## config.mk

```make
export PLATFORM = sky130hd
export DESIGN_NAME = id_ex_register_flat
export DESIGN_NICKNAME = d
export VERILOG_FILES = /design/src/rtl/id_ex_register_if.sv /design/src/rtl/id_ex_register.sv /design/src/flat_wrapper.sv
export SDC_FILE = /design/constraint.sdc
export NUM_CORES = 1
export LEC_CHECK = 0
export ABC_AREA = 1
export CORE_AREA = 2 2 144 146
export CTS_CLUSTER_SIZE = 30
export DETAILED_ROUTE_END_ITERATION = 10
export DIE_AREA = 0 0 146 148
export PLACE_DENSITY = 0.8
export SKIP_LAST_GASP = 1
export SLEW_MARGIN = 20
export SYNTH_ARGS = -nofsm -noshare
export SYNTH_HDL_FRONTEND = slang
export SYNTH_SLANG_ARGS = --single-unit
```

## constraint.sdc

```tcl
create_clock -name clk -period 3.1 [get_ports clk]
set_clock_uncertainty 0.1 [all_clocks]
set_input_delay 0.62 -clock clk [delete_from_list [all_inputs] [get_ports clk]]
set_output_delay 0.62 -clock clk [all_outputs]
set_load 0.1 [all_outputs]
```

## src/rtl/id_ex_register_if.sv

```systemverilog
// ID/EX boundary bundle.
//   master : decode side (drives ID fields, flush/ex_busy/write-back info,
//            observes EX fields and the stall outputs)
//   slave  : the id_ex_register itself
// Signals:
//   valid_id, ra_id, rb_id, rw_id, busa_id, busb_id, imm_id, pc_id, ctrl_id  - ID payload
//   flush, ex_busy                                                          - hazard controls
//   wb_reg_write, wb_rw, wb_busw                                            - write-back port
//   valid_ex, ra_ex, rb_ex, rw_ex, busa_ex, busb_ex, imm_ex, pc_ex, ctrl_ex  - EX payload
//   stall_id (combinational), stall_cnt (registered, saturating)
interface id_ex_register_if #(
  parameter int unsigned CTRL_W = 12
);
  localparam int unsigned REG_W  = 5;
  localparam int unsigned DATA_W = 32;
  localparam int unsigned CNT_W  = 16;

  logic                valid_id;
  logic [REG_W-1:0]    ra_id;
  logic [REG_W-1:0]    rb_id;
  logic [REG_W-1:0]    rw_id;
  logic [DATA_W-1:0]   busa_id;
  logic [DATA_W-1:0]   busb_id;
  logic [DATA_W-1:0]   imm_id;
  logic [DATA_W-1:0]   pc_id;
  logic [CTRL_W-1:0]   ctrl_id;

  logic                flush;
  logic                ex_busy;
  logic                wb_reg_write;
  logic [REG_W-1:0]    wb_rw;
  logic [DATA_W-1:0]   wb_busw;

  logic                valid_ex;
  logic [REG_W-1:0]    ra_ex;
  logic [REG_W-1:0]    rb_ex;
  logic [REG_W-1:0]    rw_ex;
  logic [DATA_W-1:0]   busa_ex;
  logic [DATA_W-1:0]   busb_ex;
  logic [DATA_W-1:0]   imm_ex;
  logic [DATA_W-1:0]   pc_ex;
  logic [CTRL_W-1:0]   ctrl_ex;

  logic                stall_id;
  logic [CNT_W-1:0]    stall_cnt;

  modport master (
    output valid_id, ra_id, rb_id, rw_id, busa_id, busb_id, imm_id, pc_id, ctrl_id,
    output flush, ex_busy, wb_reg_write, wb_rw, wb_busw,
    input  valid_ex, ra_ex, rb_ex, rw_ex, busa_ex, busb_ex, imm_ex, pc_ex, ctrl_ex,
    input  stall_id, stall_cnt
  );

  modport slave (
    input  valid_id, ra_id, rb_id, rw_id, busa_id, busb_id, imm_id, pc_id, ctrl_id,
    input  flush, ex_busy, wb_reg_write, wb_rw, wb_busw,
    output valid_ex, ra_ex, rb_ex, rw_ex, busa_ex, busb_ex, imm_ex, pc_ex, ctrl_ex,
    output stall_id, stall_cnt
  );
endinterface

```

## src/rtl/id_ex_register.sv

```systemverilog
// ID/EX pipeline register with load-use bubble insertion, multicycle-EX
// hold, branch flush and optional same-cycle write-back bypass.
// Ports:
//   clk   - pipeline clock, all state updates on the rising edge
//   reset - synchronous, active-high
//   bus   - id_ex_register_if.slave (ID payload in, EX payload out,
//           flush/ex_busy/write-back in, stall_id/stall_cnt out)
// Build option: define FORWARD_WB_EN to bypass wb_busw into busa_ex/busb_ex
// when the write-back destination matches a source index on a loading edge.
module id_ex_register #(
  parameter int unsigned CTRL_W = 12
) (
  input  logic                 clk,
  input  logic                 reset,
  id_ex_register_if.slave      bus
);
  localparam int unsigned REG_W       = 5;
  localparam int unsigned DATA_W      = 32;
  localparam int unsigned CNT_W       = 16;
  localparam int unsigned CTRL_MEM_RD = 1;

  typedef enum logic [1:0] {
    ST_RUN    = 2'd0,
    ST_HOLD   = 2'd1,
    ST_BUBBLE = 2'd2
  } state_t;

  typedef struct packed {
    logic              valid;
    logic [REG_W-1:0]  ra;
    logic [REG_W-1:0]  rb;
    logic [REG_W-1:0]  rw;
    logic [DATA_W-1:0] busa;
    logic [DATA_W-1:0] busb;
    logic [DATA_W-1:0] imm;
    logic [DATA_W-1:0] pc;
    logic [CTRL_W-1:0] ctrl;
  } ex_t;

  state_t            state_q, state_d;
  ex_t               ex_q, ex_d;
  logic [CNT_W-1:0]  cnt_q, cnt_d;
  logic              load_use;
  logic              stall;
  logic [DATA_W-1:0] busa_sel;
  logic [DATA_W-1:0] busb_sel;

  // Load in EX whose destination feeds a source of the ID instruction.
  assign load_use = bus.valid_id & ex_q.valid & ex_q.ctrl[CTRL_MEM_RD] &
                    (ex_q.rw != '0) &
                    ((ex_q.rw == bus.ra_id) | (ex_q.rw == bus.rb_id));

  assign stall = (bus.ex_busy | load_use) & ~bus.flush & ~reset;

`ifdef FORWARD_WB_EN
  // Register bank writes on the same edge ID samples it; take the new value.
  logic fwd_a, fwd_b;
  assign fwd_a    = bus.wb_reg_write & (bus.wb_rw != '0) & (bus.wb_rw == bus.ra_id);
  assign fwd_b    = bus.wb_reg_write & (bus.wb_rw != '0) & (bus.wb_rw == bus.rb_id);
  assign busa_sel = fwd_a ? bus.wb_busw : bus.busa_id;
  assign busb_sel = fwd_b ? bus.wb_busw : bus.busb_id;
`else
  logic unused_wb;
  assign unused_wb = ^{bus.wb_reg_write, bus.wb_rw, bus.wb_busw};
  assign busa_sel  = bus.busa_id;
  assign busb_sel  = bus.busb_id;
`endif

  // State and payload registers.
  always_ff @(posedge clk) begin
    if (reset) begin
      state_q <= ST_RUN;
      ex_q    <= '0;
      cnt_q   <= '0;
    end else begin
      state_q <= state_d;
      ex_q    <= ex_d;
      cnt_q   <= cnt_d;
    end
  end

  // Next state / next payload, in flush > ex_busy > load_use > load order.
  always_comb begin
    state_d = state_q;
    ex_d    = ex_q;
    cnt_d   = cnt_q;

    if (bus.flush) begin
      state_d = ST_RUN;
      ex_d    = '0;
    end else if (bus.ex_busy) begin
      state_d = ST_HOLD;
    end else if (load_use) begin
      state_d = ST_BUBBLE;
      ex_d    = '0;
    end else begin
      state_d    = ST_RUN;
      ex_d.valid = bus.valid_id;
      ex_d.ra    = bus.ra_id;
      ex_d.rb    = bus.rb_id;
      ex_d.rw    = bus.rw_id;
      ex_d.busa  = busa_sel;
      ex_d.busb  = busb_sel;
      ex_d.imm   = bus.imm_id;
      ex_d.pc    = bus.pc_id;
      ex_d.ctrl  = bus.valid_id ? bus.ctrl_id : '0;
    end

    if (stall && (cnt_q != '1)) begin
      cnt_d = cnt_q + CNT_W'(1);
    end
  end

  assign bus.valid_ex  = ex_q.valid;
  assign bus.ra_ex     = ex_q.ra;
  assign bus.rb_ex     = ex_q.rb;
  assign bus.rw_ex     = ex_q.rw;
  assign bus.busa_ex   = ex_q.busa;
  assign bus.busb_ex   = ex_q.busb;
  assign bus.imm_ex    = ex_q.imm;
  assign bus.pc_ex     = ex_q.pc;
  assign bus.ctrl_ex   = ex_q.ctrl;
  assign bus.stall_id  = stall;
  assign bus.stall_cnt = cnt_q;
endmodule

```

## src/flat_wrapper.sv

```systemverilog
// flat-port wrapper written by rule: the top's interface ports become plain ports
module id_ex_register_flat 
#(
  parameter int unsigned CTRL_W = 12
)
  (clk, reset, bus_valid_id, bus_ra_id, bus_rb_id, bus_rw_id, bus_busa_id, bus_busb_id, bus_imm_id, bus_pc_id, bus_ctrl_id, bus_flush, bus_ex_busy, bus_wb_reg_write, bus_wb_rw, bus_wb_busw, bus_valid_ex, bus_ra_ex, bus_rb_ex, bus_rw_ex, bus_busa_ex, bus_busb_ex, bus_imm_ex, bus_pc_ex, bus_ctrl_ex, bus_stall_id, bus_stall_cnt);
  id_ex_register_if #(.CTRL_W(CTRL_W)) bus_i ();
  input  logic clk;
  input  logic reset;
  input wire logic [$bits(bus_i.valid_id)-1:0] bus_valid_id;
  input wire logic [$bits(bus_i.ra_id)-1:0] bus_ra_id;
  input wire logic [$bits(bus_i.rb_id)-1:0] bus_rb_id;
  input wire logic [$bits(bus_i.rw_id)-1:0] bus_rw_id;
  input wire logic [$bits(bus_i.busa_id)-1:0] bus_busa_id;
  input wire logic [$bits(bus_i.busb_id)-1:0] bus_busb_id;
  input wire logic [$bits(bus_i.imm_id)-1:0] bus_imm_id;
  input wire logic [$bits(bus_i.pc_id)-1:0] bus_pc_id;
  input wire logic [$bits(bus_i.ctrl_id)-1:0] bus_ctrl_id;
  input wire logic [$bits(bus_i.flush)-1:0] bus_flush;
  input wire logic [$bits(bus_i.ex_busy)-1:0] bus_ex_busy;
  input wire logic [$bits(bus_i.wb_reg_write)-1:0] bus_wb_reg_write;
  input wire logic [$bits(bus_i.wb_rw)-1:0] bus_wb_rw;
  input wire logic [$bits(bus_i.wb_busw)-1:0] bus_wb_busw;
  output wire logic [$bits(bus_i.valid_ex)-1:0] bus_valid_ex;
  output wire logic [$bits(bus_i.ra_ex)-1:0] bus_ra_ex;
  output wire logic [$bits(bus_i.rb_ex)-1:0] bus_rb_ex;
  output wire logic [$bits(bus_i.rw_ex)-1:0] bus_rw_ex;
  output wire logic [$bits(bus_i.busa_ex)-1:0] bus_busa_ex;
  output wire logic [$bits(bus_i.busb_ex)-1:0] bus_busb_ex;
  output wire logic [$bits(bus_i.imm_ex)-1:0] bus_imm_ex;
  output wire logic [$bits(bus_i.pc_ex)-1:0] bus_pc_ex;
  output wire logic [$bits(bus_i.ctrl_ex)-1:0] bus_ctrl_ex;
  output wire logic [$bits(bus_i.stall_id)-1:0] bus_stall_id;
  output wire logic [$bits(bus_i.stall_cnt)-1:0] bus_stall_cnt;
  assign bus_i.valid_id = bus_valid_id;
  assign bus_i.ra_id = bus_ra_id;
  assign bus_i.rb_id = bus_rb_id;
  assign bus_i.rw_id = bus_rw_id;
  assign bus_i.busa_id = bus_busa_id;
  assign bus_i.busb_id = bus_busb_id;
  assign bus_i.imm_id = bus_imm_id;
  assign bus_i.pc_id = bus_pc_id;
  assign bus_i.ctrl_id = bus_ctrl_id;
  assign bus_i.flush = bus_flush;
  assign bus_i.ex_busy = bus_ex_busy;
  assign bus_i.wb_reg_write = bus_wb_reg_write;
  assign bus_i.wb_rw = bus_wb_rw;
  assign bus_i.wb_busw = bus_wb_busw;
  assign bus_valid_ex = bus_i.valid_ex;
  assign bus_ra_ex = bus_i.ra_ex;
  assign bus_rb_ex = bus_i.rb_ex;
  assign bus_rw_ex = bus_i.rw_ex;
  assign bus_busa_ex = bus_i.busa_ex;
  assign bus_busb_ex = bus_i.busb_ex;
  assign bus_imm_ex = bus_i.imm_ex;
  assign bus_pc_ex = bus_i.pc_ex;
  assign bus_ctrl_ex = bus_i.ctrl_ex;
  assign bus_stall_id = bus_i.stall_id;
  assign bus_stall_cnt = bus_i.stall_cnt;
  id_ex_register #(.CTRL_W(CTRL_W)) u_core (.clk(clk), .reset(reset), .bus(bus_i));
endmodule
```

==> impl_metrics.py, run 1 <==
metrics = {
    "status": {
        "outcome": "completed",
    },
    "clock_network": {
        "cts_max_level": 4,
        "post_cts_resized": 0,
        "cts_setup_buffers": 0,
        "cts_tree": "done",
        "numClockSinks": 172,
        "root_buffer": "clkbuf_16",
        "path_clk_slew_ns": 0.07,
        "cts_buffers": 17,
        "clockBufferDepth": 2,
        "clkLatencyLatePin_ns": 0.42,
        "cts-hold-fix-buffers": 0,
    },
    "route": {
        "detail_route.wl_per_cell_um": 13.6,
        "dr.first_iter.drc_count": 353,
        "final_antenna_net_count": 0,
        "vias": 6627,
        "drt-total-wl_um": 19800,
        "via_per_inst": 4.54,
        "drc": 0,
        "first_pass_iters": 5,
    },
    "timing": {
        "rsz0062_at_grt": "no",
        "period_minus_slack_ns": 2.77,
        "min_period_over_period": 0.894,
        "worstMarginPinSlew_ns": 0.804,
        "timing.hold.ws_ns": 0.364,
        "setup_viol": 0,
        "fmax_ghz": 0.361,
        "final-hold-violation-count": 0,
        "report.final.slew_viol_count": 0,
        "maxSlewHeadroom": 0.464,
        "tns_ns": 0,
    },
    "yosys": {
        "synth_edf_count": 0,
        "yosys-top-cells-count": "nand2_1, dfxtp_1, a21oi_1",
        "syn_area_mm2": 0.00664,
        "post_synth_and_or_nand_nor_area_fraction": 0.266,
        "synth_top_family_by_area": "simple AND/OR/NAND/NOR gates",
        "synth_xor_area_frac": 0.0185,
        "yosys_warnings": 0,
        "yosysTopAreaCell": "dfxtp_1",
        "synth_fa_ha_area_frac": 0.00188,
        "ys_types": 26,
        "synth_mux_area_frac": 0,
        "ys.flop_type": "dfxtp_1",
        "async_reset_ff_frac": 0,
        "yosysMostFrequentCell": "nand2_1",
        "syn_nets": 1074,
        "synth_top_area_frac": 0.518,
        "netlist_instances": 875,
        "synth_compound_area_frac": 0.134,
        "avgSynthCellArea_um2": 7.59,
        "ys_seq_area_frac": 0.518,
        "ys_ff_latch": 172,
        "yosys-top-cells-area": "dfxtp_1, nand2_1, a21oi_1",
    },
    "min_path": {
        "hold_path_class": "reg -> reg",
        "worstHoldPathCells": 2,
    },
    "grt": {
        "grt_pass1_wl_um": 31100,
        "grt_overflow_total": 0,
        "track_usage": 0.176,
        "grt_max_degree": 157,
        "grt_pass1_vias": 6290,
        "antenna_found_initial": 0,
    },
    "placed_design": {
        "port_buffers": 332,
        "placedCellCount": 1427,
        "dp_hpwl_um": 13400,
        "gp_congestion": 0.846,
    },
    "worst_setup_path": {
        "cp_max_fo": 3,
        "critPathSlowestCell": "clkdlybuf4s50_1",
        "startpoint_type": "input pin",
        "crit_top_cell": "nand2_1",
        "arrival_ns": 2.05,
        "reg2regPathDepth": 11,
        "cpPeakStageDelay_ns": 0.50,
        "crit_path_end_kind": "output pin",
        "crit_required_ns": 2.38,
        "path_cells": "clkdlybuf4s50_1, inv_1, nand2_1, nand2_1, nor2_1, nand3_1, nand2_1, nand2_1, nand2_4, inv_4, nor2_4, buf_12",
        "path_class": "in -> out",
    },
    "finish": {
        "nets": 1375,
        "insertedDiodeCount": 0,
        "multi_input_area_mm2": 0.00280,
        "register_area_mm2": 0.00345,
        "drive_gt1_frac": 0.206,
        "synthToLayoutAreaGrowth_pct": 54.2,
        "final_cells": 1459,
        "fin_util": 0.511,
        "n_fill_cell": 1926,
    },
    "pwr": {
        "ir_worst_vdd_mv": 0.318,
        "leakage_nw": 4.21,
        "total_power_mw": 5.38,
        "power.density_mw_per_mm2": 525,
    },
    "die": {
        "ioPinCount": 371,
        "die_x_um": 146,
        "fp.coreArea_mm2": 0.0200,
        "dieHeight_um": 148,
        "rows": 52,
        "start_util": 0.332,
        "die_area_mm2": 0.0216,
    },
    "job": {
        "max_cap_viol_count": 0,
    },
}
## worst max-delay path: cells and delay by family
family | cells | cell delay [ns]
buf+inv | 4 | 0.78
simple gates | 8 | 0.64
## path summary, 6_finish.rpt
kind,startpoint,endpoint,slack (ns)
min,u_core.bus.busa_ex[2],u_core.bus.busa_ex[2],0.36
max,bus_ra_id[4],bus_stall_id,0.33
min reg2reg,u_core.bus.busa_ex[2],u_core.bus.busa_ex[2],0.36
max reg2reg,u_core.bus.rw_ex[0],u_core.bus.pc_ex[26],0.91
## area by class of cell
class,instances,area share
clock buffers,19,0.0432
flip-flops and latches,172,0.336
clock inverters,13,0.0122
multi-input cells,619,0.273
well taps,270,0.0330
inverters,28,0.0107
repair buffers,338,0.291
## cells in the final DEF, fill, tap and decap left out, drive strengths merged
master and n:
buf 180, nand2 373, nand4 18, nand3 10
o21ai 1, nor2 28, a21oi 170, clkbuf 19
xnor2 8, nor3 3, ha 1, dfxtp 172
clkdlybuf4s50 158, clkinv 3, xor2 6, clkinvlp 3
inv 35, nor4 1
## registers in the layout, indices dropped and copies added (netlist names)
register,count
u_core.bus.busa_ex,32
u_core.bus.busb_ex,32
u_core.bus.ctrl_ex,12
u_core.bus.imm_ex,32
u_core.bus.pc_ex,32
u_core.bus.ra_ex,5
u_core.bus.rb_ex,5
u_core.bus.rw_ex,5
u_core.bus.stall_cnt,16
u_core.bus.valid_ex,1
## routing by layer
layer  track usage  up-vias  wire length, µm
met5             0        -                0
met4        0.0519        0              346
met3        0.0497       24             1350
met2         0.303      249             9560
met1         0.215     2958             8600
li1              -     3396                -
## where the power goes
part | switching, mW | internal (mW) | total [mW]
sequential | 0.0352 | 2.27 | 2.31
combinational | 0.694 | 0.323 | 1.02
clock | 0.971 | 1.08 | 2.06
## logic make-up after synthesis
kind of cell,after synthesis
AND/OR/NAND/NOR,433
XOR/XNOR,14
flip-flops,172
buffers and inverters,84
adder cells (fa/ha/maj),1
AO/OA/AOI/OAI,171
## through the flow
| stage | worst slack [ns] | instance area, µm² |
|---|---|---|
| final | 0.329 | 10200 |
| after global routing | 0.190 | 10200 |
| after CTS | 0.302 | 10200 |
| after detailed placement | 0.172 | 9680 |
| after global placement | 0.293 | 9680 |
| after floorplan | 0.0109 | 6650 |
Power figures use the tool's default switching activity.
==> inputs of run 2 (changes only) <==
--- a/config.mk
+++ b/config.mk
@@ -12,7 +12,7 @@
 export DIE_AREA = 0 0 146 148
 export PLACE_DENSITY = 0.8
 export SKIP_LAST_GASP = 1
-export SLEW_MARGIN = 20
+export SLEW_MARGIN = 5
 export SYNTH_ARGS = -nofsm -noshare
 export SYNTH_HDL_FRONTEND = slang
 export SYNTH_SLANG_ARGS = --single-unit
==> results of run 2 <==
The final DEF is identical to that of run 1; final timing and power are the same.
